==> src/rtl/uart_rx_debug_if.sv <==
// uart_rx_debug_if: serial line in, received byte and status strobes out.
interface uart_rx_debug_if #(parameter int N_BITS = 8);
    logic              rx_i;
    logic [N_BITS-1:0] data_o;
    logic              rx_done_o;
    logic              frame_error_o;
    logic              busy_o;
    modport master (output rx_i, input data_o, rx_done_o, frame_error_o, busy_o);
    modport slave  (input rx_i, output data_o, rx_done_o, frame_error_o, busy_o);
endinterface

==> src/rtl/uart_rx_debug.sv <==
// uart_rx_debug: 8N1 UART receiver with 16x oversampling for the debug unit.
module uart_rx_debug #(
    parameter int N_BITS       = 8,
    parameter int BAUD_DIVISOR = 163,
    parameter int NB_DIV       = 8,
    parameter int SB_TICK      = 16
) (
    input logic            clock_i,
    input logic            reset_i,
    uart_rx_debug_if.slave bus
);
    localparam logic [1:0] IDLE = 2'd0, START = 2'd1, DATA = 2'd2, STOP = 2'd3;
    localparam int NB_N = (N_BITS > 1) ? $clog2(N_BITS) : 1;
    logic              r_sync1, r_rx_s, r_rx_prev;
    logic [NB_DIV-1:0] r_baud;
    logic [1:0]        r_state;
    logic [3:0]        r_s_cnt;
    logic [NB_N-1:0]   r_n_cnt;
    logic [N_BITS-1:0] r_sh, r_data;
    logic              r_done, r_err, r_busy;
    logic              w_tick, w_fall;

    assign w_tick = r_baud == NB_DIV'(BAUD_DIVISOR - 1);
    assign w_fall = r_rx_prev & ~r_rx_s;

    always_ff @(posedge clock_i) begin
        if (!reset_i) begin
            r_sync1   <= 1'b1;
            r_rx_s    <= 1'b1;
            r_rx_prev <= 1'b1;
            r_baud    <= '0;
        end else begin
            r_sync1   <= bus.rx_i;
            r_rx_s    <= r_sync1;
            r_rx_prev <= r_rx_s;
            r_baud    <= w_tick ? '0 : r_baud + 1'b1;
        end
    end

    // busy lags the state by a cycle so it still covers the done/error pulse cycle
    always_ff @(posedge clock_i) begin
        if (!reset_i) begin
            r_state <= IDLE;
            r_s_cnt <= '0;
            r_n_cnt <= '0;
            r_sh    <= '0;
            r_data  <= '0;
            r_done  <= 1'b0;
            r_err   <= 1'b0;
            r_busy  <= 1'b0;
        end else begin
            r_done <= 1'b0;
            r_err  <= 1'b0;
            r_busy <= r_state != IDLE;
            case (r_state)
                IDLE: if (w_fall) begin
                    r_state <= START;
                    r_s_cnt <= '0;
                end
                START: if (w_tick) begin
                    if (r_s_cnt == 4'd7) begin
                        r_state <= r_rx_s ? IDLE : DATA;
                        r_s_cnt <= '0;
                        r_n_cnt <= '0;
                    end else r_s_cnt <= r_s_cnt + 1'b1;
                end
                DATA: if (w_tick) begin
                    if (r_s_cnt == 4'd15) begin
                        r_sh    <= {r_rx_s, r_sh[N_BITS-1:1]};
                        r_s_cnt <= '0;
                        if (r_n_cnt == NB_N'(N_BITS - 1)) r_state <= STOP;
                        else r_n_cnt <= r_n_cnt + 1'b1;
                    end else r_s_cnt <= r_s_cnt + 1'b1;
                end
                default: if (w_tick) begin
                    if (r_s_cnt == 4'(SB_TICK - 1)) begin
                        r_done  <= r_rx_s;
                        r_err   <= ~r_rx_s;
                        r_state <= IDLE;
                        if (r_rx_s) r_data <= r_sh;
                    end else r_s_cnt <= r_s_cnt + 1'b1;
                end
            endcase
        end
    end

    assign bus.data_o        = r_data;
    assign bus.rx_done_o     = r_done;
    assign bus.frame_error_o = r_err;
    assign bus.busy_o        = r_busy;
endmodule

==> src/flat_wrapper.sv <==
// flat-port wrapper written by rule: the top's interface ports become plain ports
module uart_rx_debug_flat 
#(
    parameter int N_BITS       = 8,
    parameter int BAUD_DIVISOR = 163,
    parameter int NB_DIV       = 8,
    parameter int SB_TICK      = 16
)
  (clock_i, reset_i, bus_rx_i, bus_data_o, bus_rx_done_o, bus_frame_error_o, bus_busy_o);
  uart_rx_debug_if #(.N_BITS(N_BITS)) bus_i ();
  input logic clock_i;
  input logic reset_i;
  input wire logic [$bits(bus_i.rx_i)-1:0] bus_rx_i;
  output wire logic [$bits(bus_i.data_o)-1:0] bus_data_o;
  output wire logic [$bits(bus_i.rx_done_o)-1:0] bus_rx_done_o;
  output wire logic [$bits(bus_i.frame_error_o)-1:0] bus_frame_error_o;
  output wire logic [$bits(bus_i.busy_o)-1:0] bus_busy_o;
  assign bus_i.rx_i = bus_rx_i;
  assign bus_data_o = bus_i.data_o;
  assign bus_rx_done_o = bus_i.rx_done_o;
  assign bus_frame_error_o = bus_i.frame_error_o;
  assign bus_busy_o = bus_i.busy_o;
  uart_rx_debug #(.N_BITS(N_BITS), .BAUD_DIVISOR(BAUD_DIVISOR), .NB_DIV(NB_DIV), .SB_TICK(SB_TICK)) u_core (.clock_i(clock_i), .reset_i(reset_i), .bus(bus_i));
endmodule
==> config.mk <==
export PLATFORM = sky130hd
export DESIGN_NAME = uart_rx_debug_flat
export DESIGN_NICKNAME = d
export VERILOG_FILES = /design/src/rtl/uart_rx_debug_if.sv /design/src/rtl/uart_rx_debug.sv /design/src/flat_wrapper.sv
export SDC_FILE = /design/constraint.sdc
export NUM_CORES = 1
export LEC_CHECK = 0
export ABC_AREA = 1
export CORE_MARGIN = 8
export CORE_UTILIZATION = 55
export CTS_BUF_LIST = sky130_fd_sc_hd__clkbuf_4 sky130_fd_sc_hd__clkbuf_8
export CTS_CLUSTER_DIAMETER = 50
export DETAILED_ROUTE_END_ITERATION = 10
export MAX_ROUTING_LAYER = met4
export PLACE_DENSITY = 0.75
export SLEW_MARGIN = 25
export SYNTH_ARGS = -nofsm -noshare
export SYNTH_HDL_FRONTEND = slang
export SYNTH_SLANG_ARGS = --single-unit
==> constraint.sdc <==
create_clock -name clock_i -period 2.63 [get_ports clock_i]
set_clock_uncertainty 0.2 [all_clocks]
set_input_delay 0.526 -clock clock_i [delete_from_list [all_inputs] [get_ports clock_i]]
set_output_delay 0.526 -clock clock_i [all_outputs]
set_load 0.02 [all_outputs]
Word level (Yosys, flattened, before mapping)
Index checks and enable logic that the tools add are counted.
- bitwise operators: 6
- multiplexer cells: 24
- reductions and logical operators: 13
- add/sub/neg operators: 3
- equality and inequality tests: 14
- operator list (cell ; number):
    4-bit two-way mux ; 7
    2-bit two-way mux ; 9
    3-bit two-way mux ; 5
    2-bit by 1-bit != test with 1-bit output (second input constant) ; 6
    4-bit one-hot mux with 3 select lines ; 1
    8-bit by 1-bit adder with 8-bit output (second input constant) ; 1
    8-bit == test (second input constant) ; 1
    8-bit AND reduction ; 1
    2-bit one-hot mux with 3 select lines ; 1
    3-bit one-hot mux with 2 select lines ; 1
    6-bit AND reduction ; 1
    2-bit nonzero test ; 3
    6-bit OR reduction ; 1
    1-bit inverter ; 5
    5-bit AND reduction ; 1
    4-bit by 1-bit adder with 4-bit output (second input constant) ; 1
    4-bit by 3-bit == test with 1-bit output (second input constant) ; 1
    4-bit == test (second input constant) ; 1
    4-bit != test (second input constant) ; 1
    4-bit AND reduction ; 1
    3-bit by 1-bit adder with 3-bit output (second input constant) ; 1
    3-bit == test (second input constant) ; 1
    3-bit AND reduction ; 1
    3-bit nonzero test ; 1
    7 further kinds ; 7
- input bits: 3
- output and inout port bits: 11
- register bits after elaboration: 39
- word-level logic and storage cells: 72

Depth between registers and ports, before layout
- depth in word-level cells: 5
- mapped depth: 12
- gate-level depth less buffers: 11

Worst setup path after synthesis
Ideal clock, no wire load.
- path kind: register to register
- start: reg u_core.r_state[0]
- end: reg u_core.r_s_cnt[1]
- arrival: 1.476 ns
- library setup time: 0.114 ns
- setup slack: 0.840 ns
- cell stages (with the launch flop): 12
- path through: dfxtp_1 > inv_1 > ha_1 > buf_4 > inv_2 > nand2_4 > nor3_2 > a21oi_4 > nand2_2 > nand2_1 > o21ai_1 > nor2_1
- word-level cells in the longest chain between the ends: 3
- elaborated cells between the ends (all ways): 10
- those cells by class: eq/ne: 6; mux: 1; reduce/logical: 3
- ends and longest elaborated chain (element ; RTL line ; RTL):
    from (decl) ; uart_rx_debug.sv:16 ; logic [1:0] r_state;
    from (signal assigned) ; uart_rx_debug.sv:62 ; r_state <= r_rx_s ? IDLE : DATA;
    2-bit by 1-bit == test with 1-bit output, or another cell as far along ; uart_rx_debug.sv:55 ; case (r_state)
    4-bit != test (no source line), or another cell as far along ; - ;
    5-bit AND reduction (no source line) ; - ;
    to (signal assigned) ; uart_rx_debug.sv:65 ; end else r_s_cnt <= r_s_cnt + 1'b1;
    to (signal assigned) ; uart_rx_debug.sv:73 ; end else r_s_cnt <= r_s_cnt + 1'b1;
    to (signal assigned) ; uart_rx_debug.sv:81 ; end else r_s_cnt <= r_s_cnt + 1'b1;
    to (decl) ; uart_rx_debug.sv:17 ; logic [3:0] r_s_cnt;
Several ways; a longest one is shown, not always the timed one.
A chain may end at the register's enable or synchronous reset.

Final worst setup path
- start: reg u_core.r_done, in the netlist u_core.bus.rx_done_o
- end: out bus_rx_done_o
- RTL lines (element ; RTL line ; RTL):
    from (decl) ; uart_rx_debug.sv:20 ; logic r_done, r_err, r_busy;
    from (signal assigned) ; uart_rx_debug.sv:77 ; r_done <= r_rx_s;
    to (decl) ; flat_wrapper.sv:15 ; output wire logic [$bits(bus_i.rx_done_o)-1:0] bus_rx_done_o;
No word-level cell between the ends.

==> flow_summary_export.csv <==
group,metric,value,unit
pwr,total_power,1.04,mW
final_layout,diodes,0,
cts,htree_levels,2,
setup_path,crit_path_max_fanout,1,
placement,portBuffers,13,
synthesis,synth_top_area_share,42.2,%
synthesis,synthesis.nets,251,
drt,ant_nets,0,
drt,wl,3340,um
pwr,p_per_area,493,nW/um2
sta,hold_viol,0,
die,dieArea,5480,um2
worst_hold_path,hold_end,"u_core.r_rx_s",
worst_hold_path,hold_class,"reg -> reg",
sta,slew-limit-headroom,78.3,%
flow_run,max_cap_viol_count,0,
setup_path,timing.critical_path.buf_inv,1,
synthesis,ys_ff_latch,39,
setup_path,crit_slowest_cell,"clkdlybuf4s50_1",
sta,setup_viol,0,
sta,period_needed,2.04,ns
die,start_util,56.4,%
die,die_w,74.0,um
setup_path,start_kind,"register",
synthesis,ys_warn_count,0,
placement,place_congestion,0.912,
drt,drt-wirelength-per-cell,11.0,um
global_routing,grt_pass1_vias,1332,
synthesis,synth_cell_types,30,
sta,fmax,0.491,GHz
setup_path,reg2reg_setup_slack,0.71,ns
global_routing,overflow,0,
die,die_y,74.0,um
sta,whs,0.226,ns
cts,cts.path.max_buffers,2,
sta,finalSetupTns,0,ns
synthesis,synthMuxAreaShare,0,%
synthesis,synth_top_family_by_area,"simple AND/OR/NAND/NOR gates",
cts,cts_tree,"built",
final_layout,final.fill_count,285,
setup_path,arrival,1.31,ns
global_routing,grtUsageTotal,14.2,%
final_layout,ff_latch_area,781,um2
sta,drv_slew,0,
final_layout,final_cell_mix,"51 x nor2_1, 39 x dfxtp_1, 34 x nand2_1, 20 x inv_1, 15 x a21oi_1",
synthesis,synth_xor_xnor_area_share,0.946,%
setup_path,r2r-end,"u_core.r_s_cnt[1]",
synthesis,syn_area_per_cell,7.78,um2
drt,via_count,1472,
setup_path,endpoint_kind,"output port",
pwr,p_leak,0.945,nW
global_routing,grt_pass1_wl,5870,um
cts,cts_resized,0,
sta,rsz0062_at_grt,"no",
synthesis,yosys.area_share.simple,33.0,%
die,core_area,3280,um2
sta,tightest_slew,0.324,ns
setup_path,r2r-start,"u_core.r_state[0]",
placement,dpl.hpwl,2500,um
pwr,peakVddDrop,463,uV
synthesis,netlist_area,1850,um2
worst_hold_path,whs_path_depth,1,
drt,viasPerCell,4.86,
setup_path,cp_cell_sequence,"clkdlybuf4s50_1",
final_layout,multi_input_area,958,um2
cts,numCtsBuffers,5,
cts,hold_buffers,0,
global_routing,antenna_found_initial,0,
cts,clk_latency,0.35,ns
setup_path,required,1.90,ns
cts,post-cts-setup-buffer-count,0,
final_layout,nNetsFinal,269,
synthesis,synthTopCellsByArea,"dfxtp_1 42%, nor2_1 10%, nand2_1 6.9%, ha_1 6.8%, a21oi_1 4.1%",
cts,clkTransAtPathRegs,0.11,ns
final_layout,final_common_cell,"nor2_1",
setup_path,cpPeakStageDelay,0.61,ns
synthesis,yosysTopAreaCell,"dfxtp_1",
synthesis,synth_fa_ha_area_share,6.76,%
synthesis,ys_seq_area_share,42.2,%
final_layout,final_layout_size_suffix_gt1_share,12.8,%
synthesis,syn_inst,238,
global_routing,grt_max_degree,20,
drt,drc_errors,0,
status,status,"complete, no violations",
final_layout,area_growth,13.5,%
drt,dr.pass1.iters,4,
die,rows,21,
worst_hold_path,hold_start,"u_core.r_sync1",
cts,clockRootBuffer,"clkbuf_4",
synthesis,synth_compound_area_share,11.1,%
setup_path,cpLargestDelayFamily,"buffers and inverters",
drt,drt_iter0_drc,103,
sta,period_share,77.5,%
setup_path,reg2reg_depth,10,
setup_path,crit_type,"reg -> out",
die,io_pins,14,
cts,clkSinkCount,39,
stage by stage:
step           area, um2  instances  worst slack (ns)  utilization [%]
6_report            2100        303             0.592             64.0
5_1_grt             2100        303             0.496             64.0
4_1_cts             2100        303             0.555             64.0
3_5_place_dp        2030        295             0.715             61.8
3_3_place_gp        2030        295             0.778             61.8
2_1_floorplan       1850        238             0.840                -
synth_stat cells:
cell / number
nor2_8: 1
xor2_1: 1
o21ai_0: 11
nor3b_1: 1
inv_2: 3
nor3_1: 3
o21ai_1: 9
nand2_1: 34
ha_1: 10
nor2_2: 1
clkbuf_2: 2
a31oi_1: 1
buf_4: 1
nand3_4: 2
nand3_1: 12
o21a_1: 1
a21oi_4: 1
nand2_2: 2
nand3_2: 2
or2_2: 4
nor3_2: 1
nand2_4: 4
xnor2_1: 1
a21oi_1: 15
nor2_1: 51
inv_1: 20
dfxtp_1: 39
clkinv_4: 1
nor2_4: 2
nand4_1: 2
report_power, final:
part / total (mW) / internal (mW) / switching, mW
logic: 0.0761 / 0.0286 / 0.0475
clock network: 0.350 / 0.156 / 0.194
registers: 0.611 / 0.601 / 0.00931
sequential cells by signal, summed over array words and instances, names as in the netlist:
signal,count
u_core.bus.data_o,8
u_core.bus.busy_o,1
u_core.r_s_cnt,4
u_core.r_rx_prev,1
u_core.r_sync1,1
u_core.r_n_cnt,3
u_core.r_sh,8
u_core.r_baud,8
u_core.r_state,2
u_core.r_rx_s,1
u_core.bus.rx_done_o,1
u_core.bus.frame_error_o,1
cells by family after synthesis:
| logic type | after synthesis |
|---|---|
| XOR/XNOR | 2 |
| adder cells (fa/ha/maj) | 10 |
| buffers and inverters | 27 |
| AND/OR/NAND/NOR | 122 |
| flip-flops | 39 |
| AO/OA/AOI/OAI | 38 |
routing by layer:
layer	vias to the layer above	track usage [%]	share of wire, %
met5	-	-	0
met4	0	8.20	2.6
met3	7	5.12	5.2
met2	27	20.8	44
met1	637	16.5	49
li1	801	-	-
worst max-delay path by stage:
| stage | startpoint | endpoint | cells after the start |
|---|---|---|---|
| 2_1_floorplan | u_core.r_state[0] | u_core.r_s_cnt[1] | 11 |
| 3_3_place_gp | u_core.r_state[1] | u_core.r_n_cnt[1] | 9 |
| 3_5_place_dp | u_core.r_state[0] | u_core.r_s_cnt[1] | 10 |
| 4_1_cts | u_core.bus.rx_done_o | bus_rx_done_o | 1 |
| 5_1_grt | u_core.r_state[0] | u_core.r_s_cnt[3] | 9 |
| 6_report | u_core.bus.rx_done_o | bus_rx_done_o | 1 |
final cells by class:
cell class / instances / area share (%)
Sequential cell: 39 / 37.1
Multi-Input combinational cell: 172 / 45.6
Clock inverter: 1 / 0.357
Clock buffer: 7 / 3.10
Inverter: 24 / 4.52
Timing Repair Buffer: 14 / 6.55
Tap cell: 46 / 2.74
No activity file was read; power rests on OpenSTA's default activity.
